### config.mk
export PLATFORM = sky130hd
export DESIGN_NAME = pattern_buffer_writer
export DESIGN_NICKNAME = d
export VERILOG_FILES = /design/src/rtl/pattern_buffer_writer.sv
export SDC_FILE = /design/constraint.sdc
export NUM_CORES = 1
export LEC_CHECK = 0
export CORE_MARGIN = 2
export CORE_UTILIZATION = 50
export CTS_BUF_LIST = sky130_fd_sc_hd__clkbuf_8 sky130_fd_sc_hd__clkbuf_16
export CTS_CLUSTER_SIZE = 8
export DETAILED_ROUTE_END_ITERATION = 10
export MAX_ROUTING_LAYER = met4
export PLACE_DENSITY = 0.88
export SETUP_SLACK_MARGIN = 0.15
export SKIP_CTS_REPAIR_TIMING = 1
export SYNTH_ARGS = -nofsm -noshare
export SYNTH_HDL_FRONTEND = slang
export SYNTH_SLANG_ARGS = --single-unit
### constraint.sdc
create_clock -name clock -period 4.5 [get_ports clock]
set_input_delay 1.35 -clock clock [delete_from_list [all_inputs] [get_ports clock]]
set_output_delay 1.35 -clock clock [all_outputs]
set_load 0.05 [all_outputs]
### src/rtl/pattern_buffer_writer.sv
// pattern_buffer_writer: test-pattern frame generator for the image-buffer write path.
// Ports: clock/reset_n; mode/solid_value/scroll/continuous config; start/start_ack and
// done/done_ack/overrun control handshake; dout/valid/ready stream {mask,frame,addr,pixels}.
module pattern_buffer_writer #(
    parameter int IMG_WIDTH    = 800,
    parameter int IMG_HEIGHT   = 600,
    parameter int PIX_W        = 8,
    parameter int PIX_PER_WORD = 4,
    parameter int ADDR_W       = 17,
    parameter int CHK_LOG2     = 3
) (
    input  logic                 clock,
    input  logic                 reset_n,
    input  logic [1:0]           mode,
    input  logic [PIX_W-1:0]     solid_value,
    input  logic                 scroll,
    input  logic                 continuous,
    input  logic                 start,
    output logic                 start_ack,
    output logic                 done,
    input  logic                 done_ack,
    output logic                 overrun,
    output logic [PIX_PER_WORD+ADDR_W+PIX_PER_WORD*PIX_W:0] dout,
    output logic                 valid,
    input  logic                 ready
);

    localparam int WPR      = IMG_WIDTH / PIX_PER_WORD;
    localparam int MAX_ADDR = WPR * IMG_HEIGHT - 1;
    localparam int COL_W    = (WPR > 1) ? $clog2(WPR) : 1;
    localparam int ROW_W    = (IMG_HEIGHT > 1) ? $clog2(IMG_HEIGHT) : 1;
    localparam int DATA_W   = PIX_PER_WORD * PIX_W;
    localparam int DOUT_W   = PIX_PER_WORD + 1 + ADDR_W + DATA_W;

    typedef enum logic {IDLE, RUN} state_t;

    state_t              state_q, state_d;
    logic [ADDR_W-1:0]   addr_q, addr_d;
    logic [COL_W-1:0]    col_q, col_d;
    logic [ROW_W-1:0]    row_q, row_d;
    logic                frame_q, frame_d;
    logic [PIX_W-1:0]    off_q, off_d;
    logic [1:0]          mode_q, mode_d;
    logic [PIX_W-1:0]    solid_q, solid_d;
    logic                scroll_q, scroll_d;
    logic                cont_q, cont_d;
    logic                done_q, done_d;
    logic                ovr_q, ovr_d;
    logic                valid_q, valid_d;
    logic [DOUT_W-1:0]   dout_q, dout_d;
    logic [2:0]          sync_q;

    logic launch;
    logic hs;
    logic frame_end;
    logic latch_cfg;
    logic [DATA_W-1:0] pix_d;

    // sync_q[1] is the synchronised start; sync_q[2] detects its rising edge
    assign start_ack = sync_q[1];
    assign launch    = sync_q[1] & ~sync_q[2];
    assign hs        = valid_q & ready;

    always_comb begin
        state_d   = state_q;
        addr_d    = addr_q;
        col_d     = col_q;
        row_d     = row_q;
        frame_d   = frame_q;
        off_d     = off_q;
        valid_d   = valid_q;
        frame_end = 1'b0;
        latch_cfg = 1'b0;
        unique case (state_q)
            IDLE: begin
                if (launch) begin
                    state_d   = RUN;
                    valid_d   = 1'b1;
                    addr_d    = '0;
                    col_d     = '0;
                    row_d     = '0;
                    latch_cfg = 1'b1;
                end
            end
            RUN: begin
                if (hs && addr_q == ADDR_W'(MAX_ADDR)) begin
                    frame_end = 1'b1;
                    frame_d   = ~frame_q;
                    off_d     = scroll_q ? off_q + PIX_W'(1) : '0;
                    addr_d    = '0;
                    col_d     = '0;
                    row_d     = '0;
                    // continuous frames restart with no bubble
                    if (cont_q) begin
                        latch_cfg = 1'b1;
                    end else begin
                        state_d = IDLE;
                        valid_d = 1'b0;
                    end
                end else if (hs) begin
                    addr_d = addr_q + ADDR_W'(1);
                    if (col_q == COL_W'(WPR - 1)) begin
                        col_d = '0;
                        row_d = row_q + ROW_W'(1);
                    end else begin
                        col_d = col_q + COL_W'(1);
                    end
                end
            end
        endcase
    end

    always_comb begin
        mode_d   = mode_q;
        solid_d  = solid_q;
        scroll_d = scroll_q;
        cont_d   = cont_q;
        if (latch_cfg) begin
            mode_d   = mode;
            solid_d  = solid_value;
            scroll_d = scroll;
            cont_d   = continuous;
        end
    end

    // a new frame end beats a simultaneous acknowledge
    always_comb begin
        done_d = done_q;
        ovr_d  = ovr_q;
        if (done_q && done_ack) begin
            done_d = 1'b0;
            ovr_d  = 1'b0;
        end
        if (frame_end) begin
            done_d = 1'b1;
            if (done_q && !done_ack) begin
                ovr_d = 1'b1;
            end
        end
    end

    // pixels are built from next-state position so dout is a pure register
    always_comb begin
        logic [31:0] xo;
        logic [31:0] yo;
        logic [31:0] ry;
        pix_d = '0;
        xo    = '0;
        ry    = 32'(row_d);
        yo    = ry + 32'(off_d);
        for (int k = 0; k < PIX_PER_WORD; k++) begin
            xo = 32'(col_d) * 32'(PIX_PER_WORD) + 32'(k) + 32'(off_d);
            unique case (mode_d)
                2'd0: pix_d[k*PIX_W +: PIX_W] = xo[PIX_W-1:0];
                2'd1: pix_d[k*PIX_W +: PIX_W] = yo[PIX_W-1:0];
                2'd2: pix_d[k*PIX_W +: PIX_W] =
                          {PIX_W{xo[CHK_LOG2] ^ ry[CHK_LOG2]}};
                2'd3: pix_d[k*PIX_W +: PIX_W] = solid_d;
            endcase
        end
        dout_d = {{PIX_PER_WORD{1'b1}}, frame_d, addr_d, pix_d};
    end

    always_ff @(posedge clock or negedge reset_n) begin
        if (!reset_n) begin
            state_q  <= IDLE;
            addr_q   <= '0;
            col_q    <= '0;
            row_q    <= '0;
            frame_q  <= 1'b1;
            off_q    <= '0;
            mode_q   <= '0;
            solid_q  <= '0;
            scroll_q <= 1'b0;
            cont_q   <= 1'b0;
            done_q   <= 1'b0;
            ovr_q    <= 1'b0;
            valid_q  <= 1'b0;
            sync_q   <= '0;
            dout_q   <= {{PIX_PER_WORD{1'b1}}, 1'b1,
                         {(ADDR_W + DATA_W){1'b0}}};
        end else begin
            state_q  <= state_d;
            addr_q   <= addr_d;
            col_q    <= col_d;
            row_q    <= row_d;
            frame_q  <= frame_d;
            off_q    <= off_d;
            mode_q   <= mode_d;
            solid_q  <= solid_d;
            scroll_q <= scroll_d;
            cont_q   <= cont_d;
            done_q   <= done_d;
            ovr_q    <= ovr_d;
            valid_q  <= valid_d;
            sync_q   <= {sync_q[1:0], start};
            dout_q   <= dout_d;
        end
    end

    assign done    = done_q;
    assign overrun = ovr_q;
    assign valid   = valid_q;
    assign dout    = dout_q;

endmodule

==> results of run 1 <==
==> layer usage <==
layer / vias to the layer above / track usage [%] / part of all wire [%]
li1: 2167 / - / -
met1: 2281 / 33.8 / 44
met2: 183 / 41.8 / 49
met3: 15 / 4.14 / 6.4
met4: 0 / 7.24 / 0.91
met5: - / - / 0
==> stage by stage <==
| step | setup TNS (ps) | area (sq um) |
|---|---|---|
| final | 0 | 6800 |
| after floorplan | 0 | 5210 |
| after detailed placement | -4710 | 6480 |
| after CTS | 0 | 6710 |
| after global placement | -2800 | 6480 |
| after global routing | 0 | 6800 |
==> cells by family (layout without fill, tap and decap cells) <==
group / Yosys count / in the layout
adder cells (fa/ha/maj): 22 / 22
buffers and inverters: 41 / 182
other: 1 / 4
XOR/XNOR: 47 / 47
flip-flops: 93 / 93
multiplexers: 14 / 14
AO/OA/AOI/OAI: 133 / 133
AND/OR/NAND/NOR: 180 / 180
==> worst reg2reg max path: stages (launching register included) <==
cell	delay, ps
dfrtp_2	450
or4b_4	530
or4_4	470
buf_4	190
nor2_4	160
buf_4	140
nand4_1	130
xor2_1	180
nor2_1	260
buf_4	160
ha_1	240
nand2_1	90
o21ba_2	160
mux2i_1	240
a21o_1	190
a21oi_1	100
o31ai_2	300
o211ai_1	140
==> flip-flops by register name (all words and copies together) (netlist names), 2 cells and up, named ones only <==
register	count
addr_q	16
solid_q	8
dout	34
sync_q	3
col_q	8
mode_q	2
row_q	8
off_q	8
==> how the worst min path moves through the flow <==
stage | from | end | slack (ps) | cells past startpoint
after floorplan | sync_q[0] | sync_q[1] | 330 | 0
after global placement | sync_q[0] | sync_q[1] | 330 | 0
after detailed placement | sync_q[0] | sync_q[1] | 340 | 0
after CTS | sync_q[0] | sync_q[1] | 370 | 0
after global routing | sync_q[0] | sync_q[1] | 370 | 0
final | sync_q[0] | sync_q[1] | 360 | 0
==> layout make-up <==
cell class | count | area [sq um]
multi-input combinational | 400 | 2710
fill | 781 | 3390
inverter | 16 | 60.1
tap | 136 | 170
clock buffer | 10 | 138
timing repair buffer | 150 | 1300
sequential | 93 | 2340
clock inverter | 6 | 86.3
==> power groups by stage <==
stage          Combinational, W  Clock [W]  Sequential (W)
2_1_floorplan          0.000448          0         0.00147
3_3_place_gp            0.00125          0         0.00107
3_5_place_dp            0.00127          0         0.00108
4_1_cts                 0.00127   0.000640         0.00106
5_1_grt                 0.00137   0.000668         0.00108
6_report                0.00129   0.000632         0.00106
==> cells in the final DEF, fill, tap and decap left out, types with 3 or more instances in the layout <==
cell / Yosys / layout
nand4_1: 15 / 15
and2_1: 4 / 3
o21ai_0: 35 / 32
inv_1: 15 / 15
buf_4: 5 / 81
a22oi_1: 7 / 7
conb_1: 1 / 4
nand2_1: 47 / 46
nor2_1: 51 / 51
a22o_1: 5 / 5
o21ai_1: 1 / 4
a21o_1: 10 / 10
o31ai_1: 3 / 3
clkbuf_8: 0 / 10
clkdlybuf4s50_1: 0 / 68
xnor2_1: 19 / 19
o211ai_1: 8 / 8
a21oi_1: 28 / 27
nand3_1: 15 / 15
xor2_1: 27 / 27
nor2b_1: 5 / 5
ha_1: 19 / 17
nor3_1: 6 / 6
mux2_2: 9 / 9
nand2b_1: 3 / 3
dfrtp_1: 92 / 86
and3_1: 9 / 9
dfrtp_2: 0 / 6
or3_1: 9 / 9
a31oi_1: 12 / 12
==> flow_summary_export.csv, run 1 <==
group,metric,value,unit
route,ant_nets,0,
synth,synth_top_flop_cell,"dfrtp_1",
synth,syn-instance-count,531,
cts,insertion_delay,370,ps
placement,io_buffers,70,
synth,synth_xor_area_share,8.10,%
route,vias,4646,
cts,cts_max_level,3,
synth,yosysMostFrequentCell,"dfrtp_1",
timing,whs,361,ps
global_route,antenna_found_initial,0,
placement,dp_slack,-341,ps
route,drc_errors,0,
power,p_clk_share,21.2,%
synth,synth.avg_cell_area,9.75,sq um
critical_path,critPathTopFamily,"simple AND/OR/NAND/NOR gates",
critical_path,worstPathMaxFanout,5,
layout,finish.utilization,66.7,%
cts,clockBufferDepth,2,
global_route,grt_pass1_vias,4458,
timing,period_share,95.5,%
power,seq_power_share,35.6,%
power,power_leakage,3.20,nW
power,power.switching,0.00119,W
power,combPwrFrac,43.2,%
synth,synth_area_leader_cell,"dfrtp_1",
cts,clkTransAtPathRegs,90,ps
outcome,status,"completed",
die,ios,75,
global_route,grt_max_degree,79,
cts,numCtsBuffers,9,
synth,yosysTopAreaCellShare,44.5,%
layout,diodes,0,
critical_path,r2r_cells,17,
synth,synth_enable_flop_cells,0,
global_route,grt_pass1_wl,22100,microns
synth,synth_top_family_by_area,"simple AND/OR/NAND/NOR gates",
power,swShare,39.8,%
synth,netlist_top_cells_area,"dfrtp_1 (44%), ha_1 (4.6%), xor2_1 (4.6%)",
critical_path,ff2ff_setup_slack,200,ps
critical_path,endpoint_kind,"flip-flop",
timing,hold_violations,0,
layout,drive_gt1_share,20.0,%
critical_path,cpMaxStageDelayCell,"or4b_4",
synth,synthArstFlopShare,100,%
synth,synth_compound_area_share,17.1,%
synth,synthSimpleGateAreaFrac,17.1,%
critical_path,cp_cell_sequence,"or4b_4 -> or4_4 -> buf_4 -> nor2_4 -> buf_4 -> nand4_1 -> xor2_1 -> nor2_1 -> buf_4 -> ha_1 -> nand2_1 -> o21ba_2 -> mux2i_1 -> a21o_1 -> a21oi_1 -> o31ai_2 -> o211ai_1",
critical_path,cp.depth,17,
critical_path,worst_setup_path_start_kind,"flip-flop",
timing,setup_viol,0,
synth,synth-seq-cells,93,
die,die_height,106,microns
timing,min_period,4300,ps
cts,root_buffer,"clkbuf_8",
power,finalPower,0.00299,W
placement,gp_routability_congestion,0.984,
critical_path,cp-endpoint,"dout[15]",
route,avgRoutedWirePerCell,17.0,microns
global_route,grtUsageTotal,25.8,%
synth,yosys_warnings,0,
timing,finClkSkew,8.65,ps
timing,drv_slew,0,
job,cap_violations,0,
critical_path,crit_path_start,"addr_q[9]",
cts,cts_tree,"built",
placement,dp_hpwl,10300,microns
critical_path,cp_common_cell,"buf_4",
timing,rsz0062_at_grt,"no",
layout,stdcell_count,811,
placement,dp.cells,786,
die,core_area,0.0102,sq mm
die,num_rows,37,
critical_path,crit_type,"reg2reg",
route,vias_per_cell,5.73,
power,p_int,0.00180,W
global_route,grt_overflow,0,
timing,fmax,233,MHz
critical_path,crit_required,4730,ps
critical_path,critPathMaxStageDelay,530,ps
synth,synth.area.mux_share,3.24,%
timing,setup_ws,202,ps
timing,tightest_slew,973,ps
synth,synth_common_cells,"dfrtp_1 (92), nor2_1 (51), nand2_1 (47)",
critical_path,critPathBufInv,3,
die,dieArea,0.0112,sq mm
route,drtIter0Drc,350,
critical_path,cp_data_arrival_time,4520,ps
synth,yosys.area_share.adder,5.75,%
timing,relSlewSlack,35.1,%
layout,fin_nets,709,
cts,cts_num_sinks,93,
synth,yosysSeqAreaShare,45.0,%
critical_path,r2r-end,"dout[15]",
route,routed_wirelength,13800,microns
synth,syn-cell-area,0.00518,sq mm
worst_hold_path,hold_path_class,"reg2reg",
die,dieWidth,106,microns
layout,syn_to_final_growth,31.3,%
power,p_per_area,439,mW/mm^2
synth,ys_types,68,
critical_path,r2r_start,"addr_q[9]",
route,firstDrtPassIters,5,
power,ir_drop,0.000279,V
die,start_util,50.8,%
No activity file was read; power rests on OpenSTA's default activity.
==> inputs of run 2 (changes only) <==
--- a/config.mk
+++ b/config.mk
@@ -10,6 +10,7 @@
 export CTS_BUF_LIST = sky130_fd_sc_hd__clkbuf_8 sky130_fd_sc_hd__clkbuf_16
 export CTS_CLUSTER_SIZE = 8
 export DETAILED_ROUTE_END_ITERATION = 10
+export GPL_ROUTABILITY_DRIVEN = 0
 export MAX_ROUTING_LAYER = met4
 export PLACE_DENSITY = 0.88
 export SETUP_SLACK_MARGIN = 0.15
==> flow_summary_export.csv, run 2 (same netlist as run 1, synthesis figures left out) <==
group,metric,value,unit
placement,dp.cells,775,
placement,io_buffers,70,
cts,cts_tree,"built",
power,p_clk_share,21.6,%
timing,rsz0062_at_grt,"no",
worst_hold_path,hold_path_class,"reg2reg",
power,power_leakage,3.12,nW
worst_hold_path,hold_depth,0,
timing,drv_slew,0,
layout,syn_to_final_growth,30.5,%
power,swShare,40.1,%
timing,fmax,237,MHz
layout,nFillCells,739,
route,routed_wirelength,13900,microns
layout,diodes,0,
critical_path,endpoint_kind,"flip-flop",
route,avgRoutedWirePerCell,17.5,microns
layout,fin_nets,692,
timing,whs,353,ps
critical_path,crit_required,4760,ps
layout,final_cell_mix,"dfrtp_1 (86), clkdlybuf4s50_1 (68), buf_4 (62)",
die,dieWidth,106,microns
critical_path,worstPathMaxFanout,8,
cts,clockBufferDepth,2,
power,p_int,0.00180,W
power,combPwrFrac,42.7,%
layout,fin_area,0.00676,sq mm
critical_path,r2r-end,"dout[7]",
power,seq_power_share,35.7,%
layout,final_common_cell,"dfrtp_1",
die,die_height,106,microns
critical_path,crit_type,"reg2reg",
placement,dp_hpwl,10000,microns
route,vias,4697,
global_route,grtUsageTotal,25.8,%
die,ios,75,
power,finalPower,0.00300,W
worst_hold_path,min_to,"sync_q[1]",
cts,clkTransAtPathRegs,90,ps
timing,tns,0,ps
die,start_util,50.8,%
layout,drive_gt1_share,19.8,%
route,drc_errors,0,
route,ant_nets,0,
critical_path,ff2ff_setup_slack,280,ps
die,core_area,0.0102,sq mm
global_route,grt_pass1_vias,4533,
critical_path,r2r_cells,16,
placement,place_area,0.00640,sq mm
timing,min_period,4220,ps
cts,cts_max_level,3,
job,cap_violations,0,
critical_path,worst_setup_path_start_kind,"flip-flop",
power,power.switching,0.00121,W
timing,tightest_slew,871,ps
global_route,grt_max_degree,72,
timing,hold_violations,0,
global_route,grt_pass1_wl,22100,microns
cts,root_buffer,"clkbuf_8",
die,num_rows,37,
outcome,status,"completed",
global_route,antenna_found_initial,0,
cts,cts_num_sinks,93,
timing,period_share,93.7,%
timing,finClkSkew,10.0,ps
critical_path,cp_data_arrival_time,4470,ps
route,vias_per_cell,5.92,
cts,insertion_delay,390,ps
power,ir_drop,0.000322,V
timing,setup_viol,0,
power,p_per_area,445,mW/mm^2
layout,stdcell_count,794,
route,firstDrtPassIters,5,
die,dieArea,0.0112,sq mm
timing,relSlewSlack,41.9,%
cts,numCtsBuffers,9,
critical_path,r2r_start,"addr_q[9]",
global_route,grt_overflow,0,
route,drtIter0Drc,416,
layout,largest_reg_flops,34,
worst_hold_path,min_from,"sync_q[0]",
-- run 2: cell count changes in the layout (fill, tap and decap cells not counted), moves of 2 or more --
cell	delta
nor2_1	-2
buf_4	-19
o21ai_0	-2
a21oi_2	+2
buf_6	+2
o21ai_2	+2
a21oi_1	-2
-- run 2: through the flow --
step	setup slack [ps]	util, %
floorplan	162	-
global placement	-128	62.8
detailed placement	-322	62.8
CTS	44.4	65.1
global route	125	66.3
finish	283	66.3
-- run 2: worst max-delay path by stage --
| stage | start | endpoint | slack (ps) | cells past startpoint |
|---|---|---|---|---|
| after detailed placement | ready | dout[14] | -320 | 17 |
| after CTS | addr_q[9] | dout[21] | 40 | 16 |
| after floorplan | ready | dout[6] | 160 | 16 |
| final | addr_q[9] | dout[7] | 280 | 16 |
| after global routing | addr_q[9] | dout[7] | 120 | 16 |
| after global placement | ready | dout[14] | -130 | 17 |
-- run 2: power groups by stage --
stage / combinational (W) / sequential [W] / clock, W
after floorplan: 0.000448 / 0.00147 / 0
after global placement: 0.00123 / 0.00107 / 0
after detailed placement: 0.00126 / 0.00108 / 0
after CTS: 0.00127 / 0.00107 / 0.000647
after global routing: 0.00135 / 0.00109 / 0.000683
final: 0.00128 / 0.00107 / 0.000649
-- run 2: final cells by class --
class,count,area [sq um],share of cell area [%]
timing repair buffer,133,1180,17.5
inverter,16,60.1,0.889
clock inverter,5,81.3,1.20
sequential,93,2340,34.6
multi-input combinational,400,2780,41.1
clock buffer,11,151,2.24
tap,136,170,2.52
-- run 2: metal layers --
layer	global-route usage [%]	wire length (microns)	vias to the layer above
met5	-	0	-
met4	11.9	414	0
met3	4.70	1010	44
met2	41.1	6920	218
met1	32.1	5520	2296
li1	-	-	2139
-- run 2: worst max-delay path, stage by stage, from the launching register on --
cell and delay (ps):
dfrtp_2 440, or4b_4 530, or4_4 530, buf_6 170, nor2_4 140, buf_4 140, nand4_1 180, xor2_2 250
nor2_4 190, ha_1 290, a21o_1 180, a21o_1 190, a21oi_2 190, o21ai_0 130, xor2_1 170, a211oi_1 300
a31oi_1 60
==> inputs of run 3 (changes only) <==
--- a/config.mk
+++ b/config.mk
@@ -5,14 +5,15 @@
 export SDC_FILE = /design/constraint.sdc
 export NUM_CORES = 1
 export LEC_CHECK = 0
+export CAP_MARGIN = 30
 export CORE_MARGIN = 2
-export CORE_UTILIZATION = 50
+export CORE_UTILIZATION = 25
 export CTS_BUF_LIST = sky130_fd_sc_hd__clkbuf_8 sky130_fd_sc_hd__clkbuf_16
 export CTS_CLUSTER_SIZE = 8
 export DETAILED_ROUTE_END_ITERATION = 10
 export GPL_ROUTABILITY_DRIVEN = 0
 export MAX_ROUTING_LAYER = met4
-export PLACE_DENSITY = 0.88
+export PLACE_DENSITY = 0.49
 export SETUP_SLACK_MARGIN = 0.15
 export SKIP_CTS_REPAIR_TIMING = 1
 export SYNTH_ARGS = -nofsm -noshare
==> flow_summary_export.csv, run 3 (same netlist as run 1, synthesis figures left out) <==
group,metric,value,unit
timing,tns,0,ps
critical_path,cp_data_arrival_time,4410,ps
power,combPwrFrac,41.9,%
power,p_per_area,446,mW/mm^2
timing,relSlewSlack,44.6,%
power,swShare,40.6,%
layout,nFillCells,2060,
layout,final_common_cell,"dfrtp_1",
cts,clockBufferDepth,2,
worst_hold_path,min_from,"sync_q[0]",
timing,rsz0062_at_grt,"no",
timing,drv_slew,0,
die,dieArea,0.0219,sq mm
worst_hold_path,min_to,"sync_q[1]",
power,power.switching,0.00127,W
global_route,grt_pass1_vias,4424,
layout,syn_to_final_growth,35.4,%
power,seq_power_share,34.3,%
timing,setup_ws,315,ps
route,firstDrtPassIters,4,
die,core_area,0.0203,sq mm
power,p_clk_share,23.9,%
die,num_rows,52,
critical_path,ff2ff_setup_slack,310,ps
power,power_leakage,3.21,nW
global_route,gr-usage-met3,2.65,%
critical_path,r2r-end,"dout[21]",
timing,fmax,239,MHz
global_route,grt_use_met2,22.1,%
cts,clkTransAtPathRegs,80,ps
timing,min_period,4190,ps
power,ir_drop,0.000415,V
global_route,top_usage_layer,"met2",
global_route,grtUsageTotal,14.1,%
placement,dp_slack,-204,ps
layout,diodes,0,
route,drtIter0Drc,314,
timing,setup_viol,0,
global_route,gr-usage-met1,18.7,%
outcome,status,"completed",
die,die_height,148,microns
die,dieWidth,148,microns
cts,insertion_delay,350,ps
route,routed_wirelength,14800,microns
route,ant_nets,0,
route,vias,4418,
critical_path,crit_required,4730,ps
cts,cts_tree,"built",
timing,tightest_slew,831,ps
route,avgRoutedWirePerCell,15.7,microns
worst_hold_path,hold_depth,0,
critical_path,crit_type,"reg2reg",
timing,hold_violations,0,
critical_path,r2r_start,"addr_q[8]",
worst_hold_path,hold_path_class,"reg2reg",
layout,final_cell_mix,"dfrtp_1 (86), buf_4 (76), clkdlybuf4s50_1 (68)",
cts,cts_num_sinks,93,
timing,period_share,93.0,%
placement,place_area,0.00666,sq mm
timing,whs,357,ps
critical_path,endpoint_kind,"flip-flop",
critical_path,worst_setup_path_start_kind,"flip-flop",
die,start_util,25.5,%
placement,io_buffers,70,
cts,root_buffer,"clkbuf_16",
layout,fin_nets,704,
power,p_int,0.00185,W
timing,finClkSkew,13.8,ps
job,cap_violations,0,
critical_path,worstPathMaxFanout,8,
cts,cts_max_level,3,
route,drc_errors,0,
layout,largest_reg_flops,34,
global_route,grt_max_degree,64,
global_route,antenna_found_initial,0,
global_route,grt_overflow,0,
power,finalPower,0.00312,W
critical_path,r2r_cells,16,
die,ios,75,
placement,dp_hpwl,11300,microns
global_route,grt_pass1_wl,23600,microns
route,vias_per_cell,4.70,
layout,drive_gt1_share,19.7,%
layout,fin_area,0.00701,sq mm
cts,numCtsBuffers,9,
-- run 3: worst max-delay path by stage --
stage,startpoint,to,cells past startpoint
floorplan,ready,dout[6],16
global route,addr_q[8],dout[21],16
global placement,ready,dout[15],17
finish,addr_q[8],dout[21],16
CTS,ready,dout[14],17
detailed placement,ready,dout[31],17
-- run 3: power groups by stage --
stage	combinational (W)	sequential [W]	clock (W)
floorplan	0.000448	0.00147	0
global placement	0.00129	0.00109	0
detailed placement	0.00129	0.00109	0
CTS	0.00130	0.00107	0.000763
global route	0.00139	0.00109	0.000803
finish	0.00131	0.00107	0.000745
-- run 3: final cells by class --
class	count	area [sq um]	area share, %
well taps	270	338	4.82
multi-input cells	400	2730	38.9
inverters	16	60.1	0.857
clock buffers	9	225	3.21
repair buffers	145	1260	18.0
flip-flops and latches	93	2340	33.3
clock inverters	7	58.8	0.839
-- run 3: metrics by stage --
stage                     instances  util [%]
after detailed placement        921      32.8
after global placement          921      32.8
after floorplan                 534         -
after CTS                       937      34.2
after global routing            940      34.5
final                           940      34.5
-- run 3: per-layer routing --
metal	share of wire, %	vias up	wire length, microns
li1	-	2158	-
met1	49	2139	7180
met2	46	104	6870
met3	3.6	17	533
met4	1.5	0	218
met5	0	-	0
-- run 3: worst max-delay path, stage by stage, from the launching register on --
cell,delay (ps)
dfrtp_2,430
or4b_4,550
or4_4,510
buf_4,190
nor2_4,150
buf_4,140
nand2_1,40
mux2i_1,120
a22o_1,250
ha_1,290
a21o_1,180
nand2_1,80
o21ba_2,160
mux2i_2,210
a2111oi_1,110
a211o_1,340
a221o_1,310
